<file path="config.mk">
export PLATFORM = sky130hd
export DESIGN_NAME = stream_fifo
export DESIGN_NICKNAME = d
export VERILOG_FILES = /design/src/rtl/stream_fifo.sv
export SDC_FILE = /design/constraint.sdc
export NUM_CORES = 1
export LEC_CHECK = 0
export CORE_ASPECT_RATIO = 0.8
export CORE_MARGIN = 2
export CORE_UTILIZATION = 49
export CTS_BUF_LIST = sky130_fd_sc_hd__clkbuf_8
export DETAILED_ROUTE_END_ITERATION = 10
export PLACE_DENSITY = 0.74
export SLEW_MARGIN = 10
export SYNTH_ARGS = -nofsm -noshare
export SYNTH_HDL_FRONTEND = slang
export SYNTH_SLANG_ARGS = --single-unit
</file>
<file path="constraint.sdc">
create_clock -name clk -period 3.2 [get_ports clk]
set_input_delay 0.32 -clock clk [delete_from_list [all_inputs] [get_ports clk]]
set_output_delay 0.32 -clock clk [all_outputs]
set_load 0.05 [all_outputs]
</file>
<file path="src/rtl/stream_fifo.sv">
// stream_fifo: synchronous stream FIFO carrying one data lane plus {A,F,L} flags with mflags/sflags handshake.
// Define STREAM_FIFO_PKT_EN to enable store-and-forward packet mode (head released only once a full packet is held).
module stream_fifo #(
    parameter int W          = 16,
    parameter int DEPTH_LOG2 = 2
) (
    input  logic                  clk,
    input  logic                  rst,
    input  logic [W-1:0]          uc_d0,
    input  logic [3:0]            uc_mflags,
    output logic [3:0]            cu_sflags,
    output logic [W-1:0]          cd_d0,
    output logic [3:0]            cd_mflags,
    input  logic [3:0]            dc_sflags,
    output logic [DEPTH_LOG2:0]   level
);
    localparam int DEPTH = 1 << DEPTH_LOG2;
    localparam int PW    = DEPTH_LOG2 + 1;
    localparam int AW    = DEPTH_LOG2 > 0 ? DEPTH_LOG2 : 1;

    logic [W+2:0]  mem_q [DEPTH];
    logic [PW-1:0] wr_ptr_q, wr_ptr_d, rd_ptr_q, rd_ptr_d;
    logic [AW-1:0] wr_idx, rd_idx;
    logic [W+2:0]  head;
    logic          full, empty, vld, push, pop;
    logic          unused_dc_bits;

    assign unused_dc_bits = ^dc_sflags[3:1];

    assign wr_idx = DEPTH_LOG2 > 0 ? AW'(wr_ptr_q) : '0;
    assign rd_idx = DEPTH_LOG2 > 0 ? AW'(rd_ptr_q) : '0;
    assign level  = wr_ptr_q - rd_ptr_q;
    assign full   = level == PW'(DEPTH);
    assign empty  = wr_ptr_q == rd_ptr_q;
    assign head   = mem_q[rd_idx];

    // Full comes only from registered pointers, so a same-cycle pop never opens the input.
    assign push     = uc_mflags[0] & ~full;
    assign pop      = vld & ~dc_sflags[0];
    assign wr_ptr_d = wr_ptr_q + PW'(push);
    assign rd_ptr_d = rd_ptr_q + PW'(pop);

    assign cu_sflags = {3'b000, full};
    assign cd_d0     = head[W-1:0];
    assign cd_mflags = {vld ? head[W+2:W] : 3'b000, vld};

`ifdef STREAM_FIFO_PKT_EN
    logic [PW-1:0] pkt_cnt_q, pkt_cnt_d;

    // Count of complete packets (L beats) held; full also releases the head so over-long packets cannot deadlock.
    assign pkt_cnt_d = pkt_cnt_q + PW'(push & uc_mflags[1]) - PW'(pop & head[W]);
    assign vld       = ~empty & ((pkt_cnt_q != '0) | full);

    // Packet counter register.
    always_ff @(posedge clk) begin
        pkt_cnt_q <= rst ? '0 : pkt_cnt_d;
    end
`else
    assign vld = ~empty;
`endif

    // Storage array is deliberately not reset; stale entries are masked by V.
    always_ff @(posedge clk) begin
        if (push) mem_q[wr_idx] <= {uc_mflags[3:1], uc_d0};
    end

    // Read/write pointers; reset discards all entries including any beat in flight.
    always_ff @(posedge clk) begin
        if (rst) begin
            wr_ptr_q <= '0;
            rd_ptr_q <= '0;
        end else begin
            wr_ptr_q <= wr_ptr_d;
            rd_ptr_q <= rd_ptr_d;
        end
    end
endmodule

</file>
==> results of run 1 <==
-- flip-flops by register name, summed over array words and instances, names as in the netlist --
register	count
mem_q	76
rd_ptr_q	3
wr_ptr_q	3
-- area by class of cell --
type / count / area, um2 / area share [%]
Sequential cell: 82 / 2400 / 58.4
Tap cell: 84 / 105 / 2.56
Clock inverter: 7 / 85.1 / 2.07
Multi-Input combinational cell: 54 / 782 / 19.0
Timing Repair Buffer: 56 / 591 / 14.4
Inverter: 6 / 22.5 / 0.548
Clock buffer: 9 / 124 / 3.01
-- logic make-up after synthesis --
family | synth area share, %
other cells | 0.116
xor+xnor | 1.59
simple gates | 2.17
mux | 13.7
fa+ha+maj | 2.95
flops | 74.4
buf+inv | 3.06
compound gates | 1.98
-- per-layer routing --
metal  vias up  global-route usage (%)
li1        718                       -
met1       790                    19.6
met2        41                    27.7
met3         8                    4.75
met4         0                    5.22
met5         -                       0
-- cell usage after synthesis (2+ instances only) --
| master | instances | area share [%] |
|---|---|---|
| sky130_fd_sc_hd__buf_6 | 3 | 1.0 |
| sky130_fd_sc_hd__nand2_1 | 2 | 0.23 |
| sky130_fd_sc_hd__inv_1 | 6 | 0.70 |
| sky130_fd_sc_hd__nor2b_1 | 4 | 0.78 |
| sky130_fd_sc_hd__ha_1 | 6 | 2.3 |
| sky130_fd_sc_hd__buf_4 | 5 | 1.2 |
| sky130_fd_sc_hd__mux4_1 | 4 | 3.3 |
| sky130_fd_sc_hd__a21boi_0 | 3 | 0.70 |
| sky130_fd_sc_hd__xnor2_1 | 3 | 0.81 |
| sky130_fd_sc_hd__dfxtp_1 | 6 | 3.7 |
| sky130_fd_sc_hd__nor2_1 | 2 | 0.23 |
| sky130_fd_sc_hd__edfxtp_1 | 76 | 71 |
| sky130_fd_sc_hd__a311oi_1 | 2 | 0.54 |
| sky130_fd_sc_hd__mux4_2 | 15 | 10 |
| sky130_fd_sc_hd__a31oi_1 | 3 | 0.58 |
-- final timing paths --
path	startpoint	to	slack (ns)	depth (start not counted)
setup / recovery	rd_ptr_q[0]	cd_d0[5]	0.48	3
hold / removal	rd_ptr_q[2]	rd_ptr_q[2]	0.59	2
setup reg to reg	wr_ptr_q[1]	mem_q[3][5]	0.63	5
hold reg to reg	rd_ptr_q[2]	rd_ptr_q[2]	0.59	2
-- worst reg2reg max path, delay by kind of cell (launching register included) --
kind / cells / cell delay, ns
AOI/OAI and AO/OA: 1 / 0.56
DFF: 1 / 0.47
adders and majority gates: 1 / 0.44
buffers and inverters: 2 / 0.42
xor gates and xnor gates: 1 / 0.37
-- metrics by stage --
stage | total power [mW] | utilization, %
detailed placement | 3.21 | 61.2
finish | 3.91 | 64.5
global placement | 3.16 | 61.2
global route | 4.09 | 64.5
floorplan | 2.54 | -
CTS | 3.97 | 64.5
-- power breakdown --
group	internal, mW	switching, mW	leakage (nW)
Clock	0.431	0.326	0.109
Sequential	1.33	0.0384	0.746
Combinational	0.714	1.08	0.539
Total	2.47	1.44	1.39
==> out/qor.log, run 1 <==
INFO  sta            fin_tns_setup=0ns
INFO  routing        drtPass1Iterations=4
INFO  layout         layout.nets=242
INFO  routing        finalWirelength=5290um
INFO  synth          summed_instance_area_of_the_synthesized_netlist=3230um2
INFO  routing        wl_met2=2840um
INFO  clock_network  post_cts_resized=0
INFO  worst_setup_path critPathArrivalTime=2.40ns
INFO  sta            rsz0062_at_grt=false
INFO  synth          yosys_most_used_dff=sky130_fd_sc_hd__edfxtp_1
INFO  routing        antenna_violating_nets_post_route=0
INFO  layout         final-instance-count-excl-fill=298
INFO  synth          synth.yosys.seq_area_share=74.4%
INFO  floorplan      die_h=76.6um
INFO  worst_setup_path timing.critical_path.max_delay_family=buffers and inverters
INFO  floorplan      die-width=94.7um
INFO  routing        top_layer_reached_by_signal_wires=met4
INFO  run_status     outcome=finished clean
INFO  routing        drt_drc_violations_left=0
INFO  sta            report.final.hold_viol_count=0
INFO  synth          synth.ff_latch_count=82
INFO  routing        dr_total_vias=1557
INFO  floorplan      std_cell_rows=26
INFO  clock_network  numCtsBuffers=9
INFO  sta            final-setup-viol-count=0
INFO  worst_setup_path critical_path.slowest_cell=sky130_fd_sc_hd__clkdlybuf4s50_1
INFO  clock_network  number_of_buffers_inserted_for_hold_repair_after_clock_tree_synthesis=0
INFO  layout         final_cell_mix=76 x sky130_fd_sc_hd__edfxtp_1, 38 x sky130_fd_sc_hd__clkdlybuf4s50_1, 15 x sky130_fd_sc_hd__mux4_2, 12 x sky130_fd_sc_hd__buf_4, 9 x sky130_fd_sc_hd__clkbuf_8
INFO  layout         mostFrequentLayoutCell=sky130_fd_sc_hd__edfxtp_1
INFO  layout         finalInstanceArea=4110um2
INFO  placed_design  place.port_buffers=46
INFO  worst_setup_path crit_buf_inv=2
INFO  sta            final_critical_path_setup_slack=0.480ns
INFO  clock_network  ctsRootBufferMaster=sky130_fd_sc_hd__clkbuf_8
INFO  sta            finalCriticalPeriod=2.72ns
INFO  placed_design  dp_hpwl=3700um
INFO  synth          number_of_enable_type_register_cells_in_the_synthesized_netlist=76
INFO  global_route   antenna_violations_before_repair=0
INFO  clock_network  insertion_delay=0.33ns
INFO  synth          ys_warn_count=0
INFO  global_route   grt_pass1_wl=8400um
INFO  power          power.density=952nW/um2
INFO  sta            worst_slack_on_hold_paths=0.586ns
INFO  worst_setup_path max_stage_delay=0.72ns
INFO  placed_design  dp_cells=282
INFO  flow_run       maxCapViolCount=0
INFO  worst_setup_path worstSetupEndpointType=output port
INFO  synth          syn_avg_cell_area=21.7um2
INFO  routing        viasPerCell=5.22
INFO  routing        m1WireLength=2150um
INFO  sta            fmax=368MHz
INFO  floorplan      start_util=50.6%
INFO  worst_setup_path timing.critical_path.cells=buf_4 > mux4_1 > clkdlybuf4s50_1
INFO  clock_network  clock_tree_from_tritoncts=yes
INFO  synth          async_reset_ff_share=0%
INFO  floorplan      area_of_the_core=6380um2
INFO  worst_setup_path crit_path_max_fanout=20
INFO  power          peakVddDrop=0.409mV
INFO  layout         areaGrowthSynthToFinish=27.4%
INFO  clock_network  cts.reportedPaths.clkPinSlew=0.08ns
INFO  clock_network  htree_levels=3
INFO  synth          yosys.cell_types.count=24
INFO  sta            fin_crit_sh=85.0%
INFO  clock_network  clock-sinks=82
INFO  layout         diodes=0
INFO  routing        drt-initial-drc-count=71
INFO  synth          synth_cells=149
INFO  layout         layout-drive-gt1-share=24.8%
INFO  min_path       hold_class=reg2reg
INFO  sta            slew_viol_final=0
INFO  sta            max_slew.worst_pin.slew=0.515ns
INFO  power          power.leakage=1.39nW
INFO  clock_network  clock_tree.buffer_depth=2
INFO  routing        wl_met3=229um
INFO  routing        wl_per_cell=17.7um
INFO  global_route   vias_in_the_first_global_route=1664
INFO  floorplan      floorplan.die_area=7260um2
INFO  worst_setup_path critPathLaunchType=flip-flop
INFO  worst_setup_path required=2.88ns
INFO  clock_network  cts_setup_buffers=0
INFO  placed_design  gp_congestion=0.715
INFO  layout         num-fill-cells=448
INFO  global_route   grt_max_degree=22
INFO  placed_design  placement.cell_area=3900um2
INFO  sta            worst_clock_skew=0.00678ns
INFO  global_route   grt_remaining_overflow=0
INFO  placed_design  detailedPlace.worstSlack=0.614ns
INFO  worst_setup_path timing.setup.critical_path_class=reg2out
INFO  sta            slew_headroom=65.6%
INFO  floorplan      top_level_pins=53
INFO  global_route   grt.total_usage=16.2%
No activity file was read; power rests on OpenSTA's default activity.
==> inputs of run 2 (changes only) <==
--- a/config.mk
+++ b/config.mk
@@ -7,11 +7,12 @@
 export LEC_CHECK = 0
 export CORE_ASPECT_RATIO = 0.8
 export CORE_MARGIN = 2
-export CORE_UTILIZATION = 49
+export CORE_UTILIZATION = 50
 export CTS_BUF_LIST = sky130_fd_sc_hd__clkbuf_8
 export DETAILED_ROUTE_END_ITERATION = 10
-export PLACE_DENSITY = 0.74
+export PLACE_DENSITY = 0.73
 export SLEW_MARGIN = 10
 export SYNTH_ARGS = -nofsm -noshare
 export SYNTH_HDL_FRONTEND = slang
 export SYNTH_SLANG_ARGS = --single-unit
+export TNS_END_PERCENT = 10
==> constraint.sdc (replaced) <==
create_clock -name clk -period 3 [get_ports clk]
set_input_delay 0.3 -clock clk [delete_from_list [all_inputs] [get_ports clk]]
set_output_delay 0.3 -clock clk [all_outputs]
set_load 0.05 [all_outputs]
==> run 2 against run 1 <==
Net effect: worst setup slack lost 0.025 ns; sequential share of layout area grew 0.48 points; hold slack lost 0.00079 ns; combinational power grew 6%; sequential power grew 7%; critical endpoint is now cu_sflags[0]; largest cell class unchanged.
==> out/qor.log, run 2 (synthesized netlist as in run 1, its figures left out) <==
INFO  run_status     outcome=finished clean
INFO  routing        finalWirelength=5340um [+1.1%]
INFO  placed_design  detailedPlace.worstSlack=0.586ns [-0.0284 ns]
INFO  clock_network  cts.reportedPaths.clkPinSlew=0.07ns [about the same]
INFO  sta            worst_clock_skew=0.00950ns [+0.00272 ns]
INFO  layout         num-fill-cells=452 [+0.89%]
INFO  global_route   grt_max_degree=22 [unchanged]
INFO  worst_setup_path critPathLaunchType=flip-flop
INFO  power          power.leakage=1.40nW [+0.66%]
INFO  worst_setup_path reg2reg_slack=0.58ns [-0.05 ns]
INFO  layout         layout.nets=240 [-0.83%]
INFO  sta            slew_viol_final=0 [unchanged]
INFO  floorplan      area_of_the_core=6310um2 [-1.0%]
INFO  worst_setup_path required=2.70ns [-0.18 ns]
INFO  min_path       min_path_cells=2 [unchanged]
INFO  flow_run       maxCapViolCount=0 [unchanged]
INFO  routing        drtPass1Iterations=5 [+1]
INFO  layout         largest_reg_flops=76 [unchanged]
INFO  worst_setup_path crit_path_max_fanout=7 [-65%]
INFO  sta            fin_tns_setup=0ns [unchanged]
INFO  clock_network  htree_levels=3 [unchanged]
INFO  routing        dr_total_vias=1526 [-2.0%]
INFO  global_route   vias_in_the_first_global_route=1625 [-2.3%]
INFO  clock_network  clock-sinks=82 [unchanged]
INFO  placed_design  gp_congestion=0.679 [-4.9%]
INFO  worst_setup_path regToRegEndpoint=mem_q[3][18]
INFO  sta            fmax=393MHz
INFO  floorplan      std_cell_rows=26 [unchanged]
INFO  clock_network  cts_setup_buffers=0 [unchanged]
INFO  clock_network  number_of_buffers_inserted_for_hold_repair_after_clock_tree_synthesis=0 [unchanged]
INFO  floorplan      die-width=93.8um [-0.96%]
INFO  routing        antenna_violating_nets_post_route=0 [unchanged]
INFO  placed_design  placement.cell_area=3860um2 [-1.1%]
INFO  clock_network  ctsRootBufferMaster=sky130_fd_sc_hd__clkbuf_8
INFO  placed_design  dp_hpwl=3500um [-5.3%]
INFO  clock_network  post_cts_resized=0 [unchanged]
INFO  worst_setup_path r2r.worst_path.cells=5 [unchanged]
INFO  layout         mostFrequentLayoutCell=sky130_fd_sc_hd__edfxtp_1
INFO  min_path       hold_class=reg2reg
INFO  min_path       holdPathEnd=rd_ptr_q[2]
INFO  routing        drt-initial-drc-count=111 [+56%]
INFO  power          peakVddDrop=0.563mV [+38%]
INFO  layout         layout-drive-gt1-share=32.5% [+7.8 points]
INFO  floorplan      start_util=51.1% [+0.52 points]
INFO  clock_network  insertion_delay=0.34ns [about the same]
INFO  layout         finalInstanceArea=4080um2 [-0.82%]
INFO  routing        wl_per_cell=18.1um [+1.8%]
INFO  layout         reg_top3=mem_q (76), rd_ptr_q (3), wr_ptr_q (3)
INFO  layout         areaGrowthSynthToFinish=26.3%
INFO  clock_network  numCtsBuffers=9 [unchanged]
INFO  global_route   use_met3=5.84% [+1.1 points]
INFO  worst_setup_path critPathArrivalTime=2.24ns [-0.16 ns]
INFO  placed_design  place.port_buffers=46 [unchanged]
INFO  global_route   grt_remaining_overflow=0 [unchanged]
INFO  sta            rsz0062_at_grt=false
INFO  layout         final_cell_mix=76 x sky130_fd_sc_hd__edfxtp_1, 25 x sky130_fd_sc_hd__buf_4, 22 x sky130_fd_sc_hd__clkdlybuf4s50_1, 15 x sky130_fd_sc_hd__mux4_2, 9 x sky130_fd_sc_hd__clkbuf_8
INFO  routing        drt_drc_violations_left=0 [unchanged]
INFO  global_route   grt.total_usage=15.9% [-0.23 points]
INFO  sta            report.final.hold_viol_count=0 [unchanged]
INFO  clock_network  clock_tree.buffer_depth=2 [unchanged]
INFO  layout         diodes=0 [unchanged]
INFO  floorplan      floorplan.die_area=7120um2 [-1.9%]
INFO  sta            final-setup-viol-count=0 [unchanged]
INFO  sta            finalCriticalPeriod=2.54ns
INFO  global_route   grt.met2_usage=27.9% [+0.21 points]
INFO  sta            fin_crit_sh=84.8%
INFO  power          power.density=1030nW/um2 [+7.7%]
INFO  worst_setup_path worstSetupEndpointType=output port
INFO  layout         final-instance-count-excl-fill=296 [-0.67%]
INFO  worst_setup_path timing.setup.critical_path_class=reg2out
INFO  layout         layout.core_utilization=64.6% [+0.13 points]
INFO  floorplan      top_level_pins=53 [unchanged]
INFO  placed_design  dp_cells=280 [-0.71%]
INFO  clock_network  clock_tree_from_tritoncts=yes
INFO  global_route   grt_use_met1=18.6% [-0.95 points]
INFO  sta            final_critical_path_setup_slack=0.455ns [-0.0246 ns]
INFO  routing        viasPerCell=5.16 [-1.3%]
INFO  min_path       min-delay-start=rd_ptr_q[2]
INFO  worst_setup_path r2r-start=wr_ptr_q[1]
INFO  floorplan      die_h=75.9um [-0.95%]
INFO  layout         largest_register=mem_q
INFO  global_route   antenna_violations_before_repair=0 [unchanged]
INFO  global_route   grt_pass1_wl=8020um [-4.6%]
INFO  global_route   grt_most_used_layer=met2
==> run 2: changes by cell type in the layout (fill, tap and decap cells not counted) <==
cell                              previous run  this run
sky130_fd_sc_hd__clkdlybuf4s50_1            38        22
sky130_fd_sc_hd__buf_4                      12        25
sky130_fd_sc_hd__clkinv_1                    2         0
sky130_fd_sc_hd__buf_12                      6         7
sky130_fd_sc_hd__clkinvlp_4                  0         1
sky130_fd_sc_hd__inv_6                       0         1
==> run 2: report_power, final <==
part / switching [mW] / leakage (nW) / total (mW) / internal (mW)
Sequential: 0.0440 / 0.746 / 1.46 / 1.41
Combinational: 1.15 / 0.547 / 1.89 / 0.741
Clock: 0.367 / 0.111 / 0.835 / 0.468
Total: 1.56 / 1.40 / 4.18 / 2.62
==> run 2: worst max-delay path by stage <==
stage,start,endpoint,slack (ns),cells past startpoint
2_1_floorplan,wr_ptr_q[0],mem_q[1][0],-0.45,5
3_3_place_gp,wr_ptr_q[1],mem_q[3][5],0.62,5
3_5_place_dp,wr_ptr_q[1],mem_q[3][16],0.59,5
4_1_cts,wr_ptr_q[1],cu_sflags[0],0.44,5
5_1_grt,wr_ptr_q[1],cu_sflags[0],0.35,5
6_report,wr_ptr_q[1],cu_sflags[0],0.46,5
==> run 2: layout make-up <==
class	count	area (um2)	area share (%)
clock buffers	9	124	3.04
clock inverters	7	93.8	2.30
inverters	6	22.5	0.552
multi-input cells	54	782	19.2
flip-flops and latches	82	2400	58.9
well taps	84	105	2.58
repair buffers	54	548	13.4
==> run 2: critical path: stages (launching register included) <==
cell and delay, ns:
sky130_fd_sc_hd__dfxtp_1 0.48, sky130_fd_sc_hd__inv_1 0.16, sky130_fd_sc_hd__fa_1 0.44, sky130_fd_sc_hd__xor3_2 0.37
sky130_fd_sc_hd__and3_2 0.26, sky130_fd_sc_hd__buf_4 0.18
==> run 2: routing by layer <==
metal	up-vias	routed length, um
met2	41	2690
met3	4	251
met1	765	2370
met5	-	0
met4	0	40
li1	716	-
==> run 2: through the flow <==
stage / power, mW / hold WS (ns)
floorplan: 2.71 / 0.372
global placement: 3.35 / 0.560
detailed placement: 3.39 / 0.576
CTS: 4.23 / 0.579
global route: 4.35 / 0.598
finish: 4.18 / 0.585
